### config.mk
export PLATFORM = sky130hd
export DESIGN_NAME = pipe_ctrl
export DESIGN_NICKNAME = d
export VERILOG_FILES = /design/src/rtl/pipe_ctrl_pkg.sv /design/src/rtl/pipe_ctrl_stall_prio.sv /design/src/rtl/pipe_ctrl.sv
export SDC_FILE = /design/constraint.sdc
export NUM_CORES = 1
export LEC_CHECK = 0
export ABC_CLOCK_PERIOD_IN_PS = 1600
export CORE_MARGIN = 8
export CORE_UTILIZATION = 30
export DETAILED_ROUTE_END_ITERATION = 6
export PLACE_DENSITY = 0.58
export RECOVER_POWER = 100
export SETUP_SLACK_MARGIN = 0.1
export SLEW_MARGIN = 20
export SYNTH_ARGS = -nofsm -noshare
export SYNTH_HDL_FRONTEND = slang
export SYNTH_SLANG_ARGS = --single-unit
export TNS_END_PERCENT = 30
### constraint.sdc
create_clock -name clk -period 1.6 [get_ports clk]
set_input_delay 0.32 -clock clk [delete_from_list [all_inputs] [get_ports clk]]
set_output_delay 0.32 -clock clk [all_outputs]
set_load 0.01 [all_outputs]
### src/rtl/pipe_ctrl_pkg.sv
// Shared definitions for the pipeline controller: stall bus layout, stall
// encodings and FSM state encoding.
package pipe_ctrl_pkg;

  localparam int unsigned STALL_W = 6;

  typedef logic [STALL_W-1:0] stall_bus_t;

  localparam logic STOP   = 1'b1;
  localparam logic NOSTOP = 1'b0;

  localparam int unsigned STALL_PC  = 0;
  localparam int unsigned STALL_IF  = 1;
  localparam int unsigned STALL_ID  = 2;
  localparam int unsigned STALL_EX  = 3;
  localparam int unsigned STALL_MEM = 4;
  localparam int unsigned STALL_WB  = 5;

  localparam stall_bus_t STALL_NONE   = 6'b000000;
  localparam stall_bus_t STALL_FROM_IF  = 6'b000011;
  localparam stall_bus_t STALL_FROM_ID  = 6'b000111;
  localparam stall_bus_t STALL_FROM_MEM = 6'b011111;

  typedef enum logic [1:0] {
    ST_IDLE  = 2'd0,
    ST_PEND  = 2'd1,
    ST_DRAIN = 2'd2
  } state_t;

endpackage

### src/rtl/pipe_ctrl_stall_prio.sv
// Combinational stall priority encoder: mem > id > if.
module stall_prio
  import pipe_ctrl_pkg::*;
(
  input  logic                 i_if_stallreq,
  input  logic                 i_id_stallreq,
  input  logic                 i_mem_stallreq,
  output logic [STALL_W-1:0]   o_stall
);

  always_comb begin
    o_stall = STALL_NONE;
    if (i_mem_stallreq)
      o_stall = STALL_FROM_MEM;
    else if (i_id_stallreq)
      o_stall = STALL_FROM_ID;
    else if (i_if_stallreq)
      o_stall = STALL_FROM_IF;
  end

endmodule

### src/rtl/pipe_ctrl.sv
// Pipeline control: stall bus generation plus branch redirect/flush FSM.
// Optional performance counters enabled by defining PIPE_CTRL_PERF_EN.
module pipe_ctrl
  import pipe_ctrl_pkg::*;
(
  input  logic                 clk,
  input  logic                 rst,
  input  logic                 if_stallreq,
  input  logic                 id_stallreq,
  input  logic                 mem_stallreq,
  input  logic                 id_b_flag_i,
  input  logic [31:0]          id_b_target_i,
  input  logic                 ex_b_flag_i,
  input  logic [31:0]          ex_b_target_i,
  output logic [STALL_W-1:0]   stall,
  output logic                 redirect_valid,
  output logic [31:0]          redirect_pc,
  output logic                 flush_if_id,
  output logic                 flush_id_ex
`ifdef PIPE_CTRL_PERF_EN
  ,
  output logic [31:0]          perf_stall_cycles,
  output logic [31:0]          perf_redirects
`endif
);

  state_t      r_state;
  logic [31:0] r_pend_pc;
  logic        r_pend_ex;

  logic        w_br;
  logic [31:0] w_br_tgt;
  logic [31:0] w_pend_tgt;
  logic        w_pend_ex;

  stall_prio u_stall_prio (
    .i_if_stallreq  (if_stallreq),
    .i_id_stallreq  (id_stallreq),
    .i_mem_stallreq (mem_stallreq),
    .o_stall        (stall)
  );

  // The execute-stage branch is older, so it wins over decode; while
  // pending, a late execute branch replaces the held target.
  always_comb begin
    w_br       = ex_b_flag_i | id_b_flag_i;
    w_br_tgt   = ex_b_flag_i ? ex_b_target_i : id_b_target_i;
    w_pend_tgt = ex_b_flag_i ? ex_b_target_i : r_pend_pc;
    w_pend_ex  = ex_b_flag_i | r_pend_ex;
  end

  always_comb begin
    redirect_valid = 1'b0;
    redirect_pc    = '0;
    flush_if_id    = 1'b0;
    flush_id_ex    = 1'b0;
    if (!rst) begin
      case (r_state)
        ST_IDLE: begin
          if (w_br && stall[STALL_PC] == NOSTOP) begin
            redirect_valid = 1'b1;
            redirect_pc    = w_br_tgt;
            flush_if_id    = 1'b1;
            flush_id_ex    = ex_b_flag_i;
          end
        end
        ST_PEND: begin
          if (stall[STALL_PC] == NOSTOP) begin
            redirect_valid = 1'b1;
            redirect_pc    = w_pend_tgt;
            flush_if_id    = 1'b1;
            flush_id_ex    = w_pend_ex;
          end else if (stall[STALL_IF] == STOP && stall[STALL_ID] == NOSTOP) begin
            flush_if_id = 1'b1;
          end
        end
        ST_DRAIN: begin
          if (stall[STALL_IF] == NOSTOP)
            flush_if_id = 1'b1;
        end
        default: ;
      endcase
    end
  end

  always_ff @(posedge clk) begin
    if (rst) begin
      r_state   <= ST_IDLE;
      r_pend_pc <= '0;
      r_pend_ex <= 1'b0;
    end else begin
      case (r_state)
        ST_IDLE: begin
          if (w_br && stall[STALL_PC] == STOP) begin
            r_pend_pc <= w_br_tgt;
            r_pend_ex <= ex_b_flag_i;
            r_state   <= ST_PEND;
          end
        end
        ST_PEND: begin
          if (stall[STALL_PC] == NOSTOP) begin
            r_state <= (stall[STALL_IF] == STOP) ? ST_DRAIN : ST_IDLE;
          end else if (ex_b_flag_i) begin
            r_pend_pc <= ex_b_target_i;
            r_pend_ex <= 1'b1;
          end
        end
        ST_DRAIN: begin
          if (stall[STALL_IF] == NOSTOP)
            r_state <= ST_IDLE;
        end
        default: r_state <= ST_IDLE;
      endcase
    end
  end

`ifdef PIPE_CTRL_PERF_EN
  always_ff @(posedge clk) begin
    if (rst) begin
      perf_stall_cycles <= '0;
      perf_redirects    <= '0;
    end else begin
      if (stall[STALL_PC] == STOP)
        perf_stall_cycles <= perf_stall_cycles + 32'd1;
      if (redirect_valid)
        perf_redirects <= perf_redirects + 32'd1;
    end
  end
`endif

endmodule

== Yosys cells after proc, flatten, opt, wreduce, memory -nomap -nowiden ==
Index checks and enable logic that the tools add are counted.

* Register bits: 35
* Input port bits: 71
* Output and inout port bits: 41
* Logic and storage cells: 56

* Equal/unequal tests: 7
* Multiplexer cells: 34
* Bitwise gates (word level): 4
* Reductions and logical operators: 8

{| class="wikitable"
|+ Operators with widths
! cell !! number
|-
| $mux 32 || 7
|-
| $pmux 32 s2 || 2
|-
| $mux 1 || 13
|-
| $mux 6 || 2
|-
| $mux 2 || 5
|-
| $ne 2x2->1 const B || 5
|-
| $pmux 1 s2 || 3
|-
| $pmux 2 s3 || 1
|-
| $reduce_and 3->1 || 2
|-
| $reduce_and 4->1 || 1
|-
| $logic_and 1x1->1 || 3
|-
| $pmux 1 s3 || 1
|-
| $eq 2x1->1 const B || 1
|-
| $eq 2x2->1 const B || 1
|-
| $logic_not 2->1 || 1
|-
| $not 1->1 || 2
|-
| $or 1x1->1 || 2
|-
| $reduce_bool 2->1 || 1
|}

== Logic depth before layout (Yosys ltp) ==
Gate-level depths: netlist (run 1).

* Word-level depth: 9
* Depth in mapped cells: 6
* Depth with buffers taken out: 4

== Hierarchy ==
Synthesis (run 1) repeated with hierarchy kept, for this count alone.

* Cells, all modules: 294
* Area, all modules: 2820.2 um^2

{| class="wikitable"
|+ Modules (own cells, without submodules)
! module !! times used !! cells each !! area an instance (um^2) !! sequential area each (um^2)
|-
| pipe_ctrl || 1 || 287 || 2773.9 || 700.7
|-
| stall_prio || 1 || 7 || 46.3 || 0.0
|}

== Least setup slack after synthesis (run 1) ==
OpenSTA, ideal clock, no wires.

* Path kind: input-to-output
* Start point: in mem_stallreq
* End point: out redirect_pc[10]
* Data arrival time: 1.465 ns
* Data required time: 1.280 ns
* Slack: -0.185 ns
* Cell stages on the path: 5
* Buffers on the path: 2
* Path through: or2_1 or4_1 buf_2 buf_6 nor2_1

* Word-level cells in the longest chain between the ends: 6
* Elaborated cells between the ends (all ways): 7
* Classes of those cells: mux (5); bitwise (1); reduce/logical (1)

{| class="wikitable"
|+ RTL lines
! item !! line !! RTL
|-
| start, declared || pipe_ctrl.sv:10 || <nowiki>input logic mem_stallreq,</nowiki>
|-
| $mux 6 * || pipe_ctrl_stall_prio.sv:13 || <nowiki>if (i_mem_stallreq)</nowiki>
|-
| $not 1->1 || - ||
|-
| $logic_and 1x1->1 || pipe_ctrl.sv:60 || <nowiki>if (w_br && stall[STALL_PC] == NOSTOP) begin</nowiki>
|-
| $mux 32 || pipe_ctrl.sv:60 ||
|-
| $pmux 32 s2 * || pipe_ctrl.sv:58 || <nowiki>case (r_state)</nowiki>
|-
| $mux 32 * || pipe_ctrl.sv:57 || <nowiki>if (!rst) begin</nowiki>
|-
| end, declared || pipe_ctrl.sv:17 || <nowiki>output logic [31:0] redirect_pc,</nowiki>
|}

Every way passes the cells marked *; elsewhere a longest branch is shown, timed or not.

== Worst setup path after layout (run 1) ==
* Start point: reg r_state[1]
* End point: out redirect_pc[16]

* Word-level cells in the longest chain between the ends: 3
* Elaborated cells between the ends (all ways): 4
* Classes of those cells: eq/ne (1); mux (2); reduce/logical (1)

{| class="wikitable"
|+ RTL lines
! item !! line !! RTL
|-
| start, declared || pipe_ctrl.sv:27 || <nowiki>state_t r_state;</nowiki>
|-
| start signal, assigned || pipe_ctrl.sv:102 || <nowiki>r_state <= (stall[STALL_IF] == STOP) ? ST_DRAIN : ST_IDLE;</nowiki>
|-
| $eq 2x1->1 / $logic_not 2->1 (equally long branches) || pipe_ctrl.sv:58 ||
|-
| $pmux 32 s2 * || pipe_ctrl.sv:58 ||
|-
| $mux 32 * || pipe_ctrl.sv:57 ||
|}

Marks and branches as above.

==> impl_results.html, run 1 <==
<table>
<tr><th>Metric</th><th>Value</th></tr>
<tr><th colspan="2">Pwr</th></tr>
<tr><td>Total power density per cell area</td><td>551 mW/mm^2</td></tr>
<tr><td>Leakage</td><td>2.96 nW</td></tr>
<tr><td>Overall power after layout</td><td>0.00346 W</td></tr>
<tr><td>Worst IR drop on VDD</td><td>387 uV</td></tr>
<tr><th colspan="2">Setup path</th></tr>
<tr><td>Reg2Reg Launch Point</td><td>r_state[1]$_SDFFE_PP0P_</td></tr>
<tr><td>Number of gates on the worst path with buffers counted</td><td>5</td></tr>
<tr><td>Peak fanout along the critical path</td><td>8</td></tr>
<tr><td>Largest delay share family, worst path</td><td>simple AND/OR/NAND/NOR gates</td></tr>
<tr><td>Worst reg-to-reg setup slack</td><td>-0.08 ns</td></tr>
<tr><td>Kind of start point of the critical path</td><td>register</td></tr>
<tr><td>Worst stage delay on the critical path</td><td>0.60 ns</td></tr>
<tr><td>Worst EP required</td><td>1.28 ns</td></tr>
<tr><td>Data arrival time at the worst-slack endpoint</td><td>1.73 ns</td></tr>
<tr><td>Number of cells on the worst reg-to-reg path</td><td>6</td></tr>
<tr><td>Critical Path Sink</td><td>redirect_pc[16]</td></tr>
<tr><td>Worst r2r dst</td><td>r_pend_pc[12]$_SDFFE_PP0P_</td></tr>
<tr><td>Buffering stage count on the worst path with inverters included</td><td>3</td></tr>
<tr><td>Sequence of cells on the critical path</td><td>or4_4, buf_12, buf_8, nor2_4, buf_6</td></tr>
<tr><td>Critical Path Start</td><td>r_state[1]$_SDFFE_PP0P_</td></tr>
<tr><td>Start-to-end type of the worst setup path</td><td>reg2out</td></tr>
<tr><td>Endpoint kind of the worst setup timing path</td><td>output port</td></tr>
<tr><td>Standard cell with the maximum stage delay on the critical path</td><td>or4_4</td></tr>
<tr><th colspan="2">Cells and area</th></tr>
<tr><td>Post-layout util</td><td>a little over half</td></tr>
<tr><td>Growth of design area from synthesis to finish</td><td>72.0%</td></tr>
<tr><td>Net count of the finished layout</td><td>slightly above 700</td></tr>
<tr><td>Diodes inserted</td><td>0</td></tr>
<tr><td>Post-route cell area</td><td>0.00627 sq mm</td></tr>
<tr><td>Fraction of layout instances using a drive strength above 1</td><td>34.6%</td></tr>
<tr><td>Filler cell count in the final layout</td><td>1102</td></tr>
<tr><td>Post-route non-filler standard cell count</td><td>783</td></tr>
<tr><th colspan="2">Yosys</th></tr>
<tr><td>Number of enable flip-flop cells after synthesis</td><td>0</td></tr>
<tr><td>Cell area after synthesis</td><td>0.00365 sq mm</td></tr>
<tr><td>Ys flop type</td><td>dfxtp_1</td></tr>
<tr><td>Synthesized instance count</td><td>474</td></tr>
<tr><td>Area fraction in and, or, nand and nor cells after synthesis</td><td>between 10% and 20%</td></tr>
<tr><td>Adder and majority gate portion of the synthesized area</td><td>0%</td></tr>
<tr><td>Total of warnings raised by yosys</td><td>0</td></tr>
<tr><td>Post-synthesis net count</td><td>545</td></tr>
<tr><td>Post-synthesis area per instance</td><td>around 7.7 sq um</td></tr>
<tr><td>Yosys cell types</td><td>33</td></tr>
<tr><td>Post-synthesis compound-gate area fraction</td><td>between 20% and 30%</td></tr>
<tr><td>Async SR Flop Fraction</td><td>0%</td></tr>
<tr><td>Seq cells post-synth</td><td>35</td></tr>
<tr><td>Proportion of synthesized area in mux cells</td><td>20.3%</td></tr>
<tr><td>Post-Synth XOR/XNOR Area</td><td>0%</td></tr>
<tr><td>Dominant combinational cell family by area after synthesis</td><td>compound AO/OA/AOI/OAI gates</td></tr>
<tr><td>Sequential area share after synthesis</td><td>19.2%</td></tr>
<tr><th colspan="2">Detailed routing</th></tr>
<tr><td>Number of vias per cell after detailed routing</td><td>5.42</td></tr>
<tr><td>Final Routed Wirelength</td><td>13600 microns</td></tr>
<tr><td>Wire length per cell after detailed routing</td><td>17.4 microns</td></tr>
<tr><td>Total iterations of the first detailed-routing run</td><td>4</td></tr>
<tr><td>Starting DRC count in detailed routing</td><td>296</td></tr>
<tr><td>Routed vias</td><td>4245</td></tr>
<tr><td>Drc violations</td><td>0</td></tr>
<tr><td>Routed Antenna Nets</td><td>0</td></tr>
<tr><th colspan="2">Clock network</th></tr>
<tr><td>Quantity of hold-fixing buffers added after cts</td><td>0</td></tr>
<tr><td>Number of sinks on the clock net</td><td>35</td></tr>
<tr><td>CTS Buf Count</td><td>5</td></tr>
<tr><td>Reg clk slew, reported paths</td><td>roughly 0.060 ns</td></tr>
<tr><td>Clock Tree Root</td><td>clkbuf_16</td></tr>
<tr><td>Maximum root-to-sink buffer count</td><td>2</td></tr>
<tr><td>CTS H-tree depth</td><td>2</td></tr>
<tr><td>Clock tree from TritonCTS</td><td>yes</td></tr>
<tr><td>Worst skew pair latency</td><td>0.27 ns</td></tr>
<tr><th colspan="2">GRT</th></tr>
<tr><td>Pin count of the biggest net entering global routing</td><td>between 40 and 50</td></tr>
<tr><td>Global-route total usage across every layer</td><td>16.7%</td></tr>
<tr><td>Vias in the first global route</td><td>4492</td></tr>
<tr><td>Grt ovf</td><td>0</td></tr>
<tr><td>Wire length of the first global-routing pass</td><td>22400 microns</td></tr>
<tr><td>Number of antenna violations at the first check in global routing</td><td>0</td></tr>
<tr><th colspan="2">Placement</th></tr>
<tr><td>Routability cong.</td><td>0.756</td></tr>
<tr><td>Post-detailed-placement cell area</td><td>0.00571 sq mm</td></tr>
<tr><td>Port buffer count</td><td>110</td></tr>
<tr><td>Half-perimeter wire length after detailed placement</td><td>9550 microns</td></tr>
<tr><td>Placed Cells</td><td>763</td></tr>
<tr><th colspan="2">Floorplanning</th></tr>
<tr><td>I/O pins</td><td>approximately 110</td></tr>
<tr><td>Core footprint</td><td>0.0120 sq mm</td></tr>
<tr><td>Vertical extent of the die</td><td>126 microns</td></tr>
<tr><td>Die area</td><td>between 0.015 and 0.02 sq mm</td></tr>
<tr><td>Initial cell density of the core</td><td>30.5%</td></tr>
<tr><td>Number of rows created at floorplan</td><td>40</td></tr>
<tr><td>Horizontal extent of the die</td><td>126 microns</td></tr>
<tr><th colspan="2">STA</th></tr>
<tr><td>Final worst path period share</td><td>128%</td></tr>
<tr><td>Setup Total Neg Slack</td><td>-16.51 ns</td></tr>
<tr><td>Post-route setup slack</td><td>-0.447 ns</td></tr>
<tr><td>Unrepaired setup endpoints after global routing</td><td>true</td></tr>
<tr><td>Endpoints failing hold</td><td>0</td></tr>
<tr><td>Time the worst path needs with I/O delays and setup</td><td>slightly above 2 ns</td></tr>
<tr><td>Total setup violations reported at the end of the flow</td><td>68</td></tr>
<tr><td>Max Clock Skew</td><td>between 0.006 and 0.007 ns</td></tr>
<tr><td>Max Slew Vio Count</td><td>0</td></tr>
<tr><td>Fmax achieved</td><td>0.489 GHz</td></tr>
<tr><th colspan="2">Worst hold path</th></tr>
<tr><td>Worst hold-check path type</td><td>reg2reg</td></tr>
<tr><th colspan="2">Status</th></tr>
<tr><td>Violations in the final reports</td><td>negative setup slack</td></tr>
<tr><td>Status</td><td>finished with violations</td></tr>
<tr><th colspan="2">Job</th></tr>
<tr><td>Number of violations of the max-capacitance limit</td><td>0</td></tr>
</table>
## registers in the layout (all words and copies together) (netlist names)
register / cells
r_pend_pc: 32
r_pend_ex: 1
r_state: 2
## how the worst min path moves through the flow
stage | startpoint | endpoint | slack (ns) | depth (start not counted)
3_5_place_dp | r_pend_ex$_SDFFE_PP0P_ | r_pend_ex$_SDFFE_PP0P_ | 0.46 | 2
4_1_cts | r_pend_ex$_SDFFE_PP0P_ | r_pend_ex$_SDFFE_PP0P_ | 0.47 | 2
5_1_grt | r_pend_ex$_SDFFE_PP0P_ | r_pend_ex$_SDFFE_PP0P_ | 0.50 | 2
2_1_floorplan | r_pend_pc[14]$_SDFFE_PP0P_ | r_pend_pc[14]$_SDFFE_PP0P_ | 0.44 | 2
3_3_place_gp | r_pend_ex$_SDFFE_PP0P_ | r_pend_ex$_SDFFE_PP0P_ | 0.46 | 2
6_report | r_pend_ex$_SDFFE_PP0P_ | r_pend_ex$_SDFFE_PP0P_ | 0.47 | 2
## where the power goes
part	internal, W	switching, W	total [W]
combinational	0.000796	0.000676	0.00147
clock	0.000608	0.000366	0.000974
sequential	0.000962	0.0000481	0.00101
## cell usage after synthesis (3+ instances only)
cell / instances / share of area [%]
buf_6: 3 / 0.93
a32oi_1: 32 / 7.7
nand2_1: 32 / 3.3
nor3_2: 3 / 0.82
buf_1: 3 / 0.31
o311a_1: 30 / 8.2
dfxtp_1: 35 / 19
a21oi_1: 32 / 4.4
inv_1: 31 / 3.2
mux2_1: 64 / 20
a41o_1: 30 / 8.2
clkbuf_1: 35 / 3.6
buf_4: 8 / 1.6
buf_2: 15 / 2.1
nor2_1: 67 / 6.9
or3_1: 30 / 5.1
## stage by stage
| stage | hold WS [ns] | setup slack, ns |
|---|---|---|
| floorplan | 0.441 | -0.112 |
| global placement | 0.460 | -1.08 |
| detailed placement | 0.464 | -1.10 |
| CTS | 0.471 | -0.497 |
| global route | 0.501 | -0.481 |
| finish | 0.470 | -0.447 |
## per-layer routing
layer	vias to the layer above	track usage [%]	share of wire [%]
li1	2099	-	-
met1	2013	20.6	45
met2	114	28.3	48
met3	19	3.63	5.1
met4	0	5.31	2.0
met5	-	0	0
## cells in the final DEF (no fill, tap or decap), types with 2 or more instances in the layout
| cell | n |
|---|---|
| a21oi_1 | 32 |
| buf_6 | 39 |
| inv_1 | 32 |
| nor2_1 | 32 |
| or2_2 | 2 |
| buf_8 | 2 |
| a32oi_1 | 20 |
| nand2b_1 | 2 |
| buf_12 | 13 |
| buf_4 | 84 |
| nand2_1 | 32 |
| or4b_1 | 2 |
| mux2_1 | 64 |
| or3_4 | 6 |
| mux2i_1 | 2 |
| a32oi_2 | 9 |
| dlygate4sd3_1 | 2 |
| nor2_4 | 33 |
| nor3_4 | 2 |
| o311a_1 | 30 |
| or3_1 | 24 |
| a41o_1 | 30 |
| a32oi_4 | 3 |
| clkbuf_16 | 6 |
| clkdlybuf4s50_1 | 64 |
| nor2_2 | 2 |
| buf_2 | 7 |
| or2_4 | 2 |
| dfxtp_1 | 34 |
| buf_16 | 2 |
| dlygate4sd2_1 | 4 |
| o2111ai_1 | 2 |
## cells by family after synthesis
| logic type | count (synthesis) |
|---|---|
| AND/OR/NAND/NOR | 145 |
| multiplexers | 66 |
| flip-flops | 35 |
| other | 1 |
| AO/OA/AOI/OAI | 130 |
| buffers and inverters | 97 |
## cell type report
type                       count  area, sq um  share of cell area [%]
clock buffer                   6          139                    2.22
clock inverter                 1         5.00                  0.0798
inverter                      33          124                    1.98
multi-input combinational    342         2940                    46.9
sequential                    35          702                    11.2
tap                          147          184                    2.93
timing repair buffer         219         2180                    34.7
## worst min-delay path, stage by stage (launching register included)
cell     delay [ns]
dfxtp_1        0.31
o41ai_1        0.06
a21oi_1        0.06
## repair_timing
action	CTS	global route
pin swaps	6	3
gates resized for setup	211	23
setup buffers	7	3
setup endpoints to repair	74	66
gates cloned	2	1
Power figures use the tool's default switching activity.
==> run 2, diff against run 1 <==
--- a/config.mk
+++ b/config.mk
@@ -9,6 +9,7 @@
 export CORE_MARGIN = 8
 export CORE_UTILIZATION = 30
 export DETAILED_ROUTE_END_ITERATION = 6
+export GPL_TIMING_DRIVEN = 0
 export PLACE_DENSITY = 0.58
 export RECOVER_POWER = 100
 export SETUP_SLACK_MARGIN = 0.1
==> impl_results.html, run 2 (same netlist as run 1, synthesis figures left out) <==
<table>
<tr><th>Metric</th><th>Value</th></tr>
<tr><th colspan="2">GRT</th></tr>
<tr><td>Pin count of the biggest net entering global routing</td><td>11</td></tr>
<tr><td>Vias in the first global route</td><td>4498</td></tr>
<tr><td>Number of antenna violations at the first check in global routing</td><td>0</td></tr>
<tr><td>Global-route total usage across every layer</td><td>19.6%</td></tr>
<tr><td>Grt ovf</td><td>0</td></tr>
<tr><td>Wire length of the first global-routing pass</td><td>25200 microns</td></tr>
<tr><th colspan="2">Setup path</th></tr>
<tr><td>Largest delay share family, worst path</td><td>simple AND/OR/NAND/NOR gates</td></tr>
<tr><td>Peak fanout along the critical path</td><td>6</td></tr>
<tr><td>Worst stage delay on the critical path</td><td>0.55 ns</td></tr>
<tr><td>Start-to-end type of the worst setup path</td><td>in2out</td></tr>
<tr><td>Data arrival time at the worst-slack endpoint</td><td>roughly 1.9 ns</td></tr>
<tr><td>Standard cell with the maximum stage delay on the critical path</td><td>or4_4</td></tr>
<tr><td>Kind of start point of the critical path</td><td>input pin</td></tr>
<tr><td>Worst EP required</td><td>1.28 ns</td></tr>
<tr><td>Buffering stage count on the worst path with inverters included</td><td>5</td></tr>
<tr><td>Endpoint kind of the worst setup timing path</td><td>output port</td></tr>
<tr><td>Most frequent cell on the critical path</td><td>buf_12</td></tr>
<tr><td>Sequence of cells on the critical path</td><td>buf_12, or2_4, or4_4, buf_12, buf_12, buf_12, nor2_4, buf_6</td></tr>
<tr><th colspan="2">Clock network</th></tr>
<tr><td>Maximum root-to-sink buffer count</td><td>2</td></tr>
<tr><td>CTS Buf Count</td><td>5</td></tr>
<tr><td>Quantity of hold-fixing buffers added after cts</td><td>0</td></tr>
<tr><td>Worst skew pair latency</td><td>between 0.2 and 0.3 ns</td></tr>
<tr><td>Clock tree from TritonCTS</td><td>yes</td></tr>
<tr><td>Number of sinks on the clock net</td><td>35</td></tr>
<tr><td>Reg clk slew, reported paths</td><td>0.06 ns</td></tr>
<tr><td>CTS H-tree depth</td><td>2</td></tr>
<tr><td>Clock Tree Root</td><td>clkbuf_16</td></tr>
<tr><th colspan="2">Floorplanning</th></tr>
<tr><td>Horizontal extent of the die</td><td>126 microns</td></tr>
<tr><td>Initial cell density of the core</td><td>between 30 and 40%</td></tr>
<tr><td>I/O pins</td><td>112</td></tr>
<tr><td>Core footprint</td><td>0.0120 sq mm</td></tr>
<tr><td>Die area</td><td>approximately 0.016 sq mm</td></tr>
<tr><td>Vertical extent of the die</td><td>126 microns</td></tr>
<tr><td>Number of rows created at floorplan</td><td>40</td></tr>
<tr><th colspan="2">Detailed routing</th></tr>
<tr><td>Routed Antenna Nets</td><td>0</td></tr>
<tr><td>Number of vias per cell after detailed routing</td><td>5.73</td></tr>
<tr><td>Starting DRC count in detailed routing</td><td>332</td></tr>
<tr><td>Final Routed Wirelength</td><td>16000 microns</td></tr>
<tr><td>Wire length per cell after detailed routing</td><td>21.2 microns</td></tr>
<tr><td>Total iterations of the first detailed-routing run</td><td>5</td></tr>
<tr><td>Drc violations</td><td>0</td></tr>
<tr><td>Routed vias</td><td>between 4000 and 5000</td></tr>
<tr><th colspan="2">Pwr</th></tr>
<tr><td>Net switching share of the total power</td><td>about a third</td></tr>
<tr><td>Total power density per cell area</td><td>561 mW/mm^2</td></tr>
<tr><td>Clk pwr share</td><td>28.5%</td></tr>
<tr><td>Worst IR drop on VDD</td><td>412 uV</td></tr>
<tr><td>Sequential fraction of design power</td><td>29.7%</td></tr>
<tr><td>Relative contribution of combinational cells to total power</td><td>41.7%</td></tr>
<tr><td>Leakage</td><td>2.81 nW</td></tr>
<tr><td>Pint</td><td>0.00229 W</td></tr>
<tr><td>Overall power after layout</td><td>0.00346 W</td></tr>
<tr><td>Net switching power</td><td>0.00117 W</td></tr>
<tr><th colspan="2">STA</th></tr>
<tr><td>Post-route setup slack</td><td>-0.607 ns</td></tr>
<tr><td>Unrepaired setup endpoints after global routing</td><td>true</td></tr>
<tr><td>Final worst path period share</td><td>138%</td></tr>
<tr><td>Time the worst path needs with I/O delays and setup</td><td>2.21 ns</td></tr>
<tr><td>Endpoints failing hold</td><td>0</td></tr>
<tr><td>Worst-case headroom to the max-slew limit</td><td>between 50% and 60%</td></tr>
<tr><td>Total setup violations reported at the end of the flow</td><td>40</td></tr>
<tr><td>Max Clock Skew</td><td>0.00308 ns</td></tr>
<tr><td>Fmax achieved</td><td>0.453 GHz</td></tr>
<tr><td>Final-layout worst hold slack</td><td>between 0.4 and 0.5 ns</td></tr>
<tr><td>Slew at the pin closest to its max-slew limit</td><td>~0.60 ns</td></tr>
<tr><td>Max Slew Vio Count</td><td>0</td></tr>
<tr><th colspan="2">Cells and area</th></tr>
<tr><td>Flip-flop count of the largest register after layout</td><td>32</td></tr>
<tr><td>Growth of design area from synthesis to finish</td><td>69.0%</td></tr>
<tr><td>Net count of the finished layout</td><td>678</td></tr>
<tr><td>Commonest non-fill, non-tap cells in the layout</td><td>mux2_1 (64), clkdlybuf4s50_1 (64), buf_6 (49)</td></tr>
<tr><td>Largest Register</td><td>r_pend_pc</td></tr>
<tr><td>Fraction of layout instances using a drive strength above 1</td><td>31.3%</td></tr>
<tr><td>Biggest regs</td><td>r_pend_pc x32, r_state x2, r_pend_ex x1</td></tr>
<tr><td>Diodes inserted</td><td>0</td></tr>
<tr><th colspan="2">Status</th></tr>
<tr><td>Violations in the final reports</td><td>negative setup slack</td></tr>
<tr><td>Status</td><td>finished with violations</td></tr>
<tr><th colspan="2">Placement</th></tr>
<tr><td>Routability cong.</td><td>0.825</td></tr>
<tr><td>Port buffer count</td><td>109</td></tr>
<tr><td>Half-perimeter wire length after detailed placement</td><td>10800 microns</td></tr>
<tr><th colspan="2">Worst hold path</th></tr>
<tr><td>Worst hold-check path type</td><td>reg2reg</td></tr>
<tr><th colspan="2">Job</th></tr>
<tr><td>Number of violations of the max-capacitance limit</td><td>0</td></tr>
</table>
-- run 2: layout make-up --
| type | count | area [sq um] |
|---|---|---|
| flip-flops and latches | 35 | 702 |
| fillers | 1090 | 5800 |
| plain buffers | 64 | 622 |
| clock inverters | 1 | 5.00 |
| inverters | 33 | 124 |
| repair buffers | 126 | 1360 |
| well taps | 147 | 184 |
| clock buffers | 6 | 139 |
| multi-input cells | 342 | 3030 |
-- run 2: power groups by stage --
stage	Clock (W)	Combinational [W]	Sequential, W
floorplan	0	0.000715	0.00102
global placement	0	0.00113	0.00104
detailed placement	0	0.00115	0.00104
CTS	0.000993	0.00140	0.00103
global route	0.00102	0.00154	0.00104
finish	0.000987	0.00144	0.00103
-- run 2: metal layers --
layer	global-route usage (%)	up-vias	wire length, microns
met2	31.5	193	7420
met1	25.6	2059	7180
met4	7.43	0	437
met3	3.21	34	939
li1	-	2037	-
met5	0	-	0
-- run 2: worst paths after layout --
check	startpoint	endpoint	slack [ns]	depth (start not counted)
hold / removal	r_pend_ex$_SDFFE_PP0P_	r_pend_ex$_SDFFE_PP0P_	0.47	2
hold reg to reg	r_pend_ex$_SDFFE_PP0P_	r_pend_ex$_SDFFE_PP0P_	0.47	2
setup reg to reg	r_state[0]$_SDFFE_PP0P_	r_pend_pc[27]$_SDFFE_PP0P_	0	6
setup / recovery	mem_stallreq	redirect_pc[27]	-0.61	8
-- run 2: what timing repair did --
| action | in CTS | in global routing |
|---|---|---|
| buffers inserted | 10 | 2 |
| gates cloned | 5 | 0 |
| pin swaps | 30 | 18 |
| gates resized for setup | 321 | 24 |
| endpoints found under the setup margin | 75 | 68 |
-- run 2: per-stage QoR --
step | util (%) | cells | worst slack [ns] | TNS (ns) | cell area (sq um)
6_report | 51.5 | 754 | -0.607 | -19.14 | 6160
5_1_grt | 51.5 | 754 | -0.628 | -20.53 | 6160
4_1_cts | 50.9 | 752 | -0.592 | -18.67 | 6090
3_5_place_dp | 43.4 | 730 | -1.46 | -74.43 | 5190
3_3_place_gp | 43.4 | 730 | -1.46 | -73.62 | 5190
2_1_floorplan | - | 474 | -0.112 | -3.53 | 3910
-- run 2: worst min-delay path, delay by kind of cell, from the launching register on --
family             cells  cell delay, ns
AOI/OAI and AO/OA      2            0.12
DFF                    1            0.31
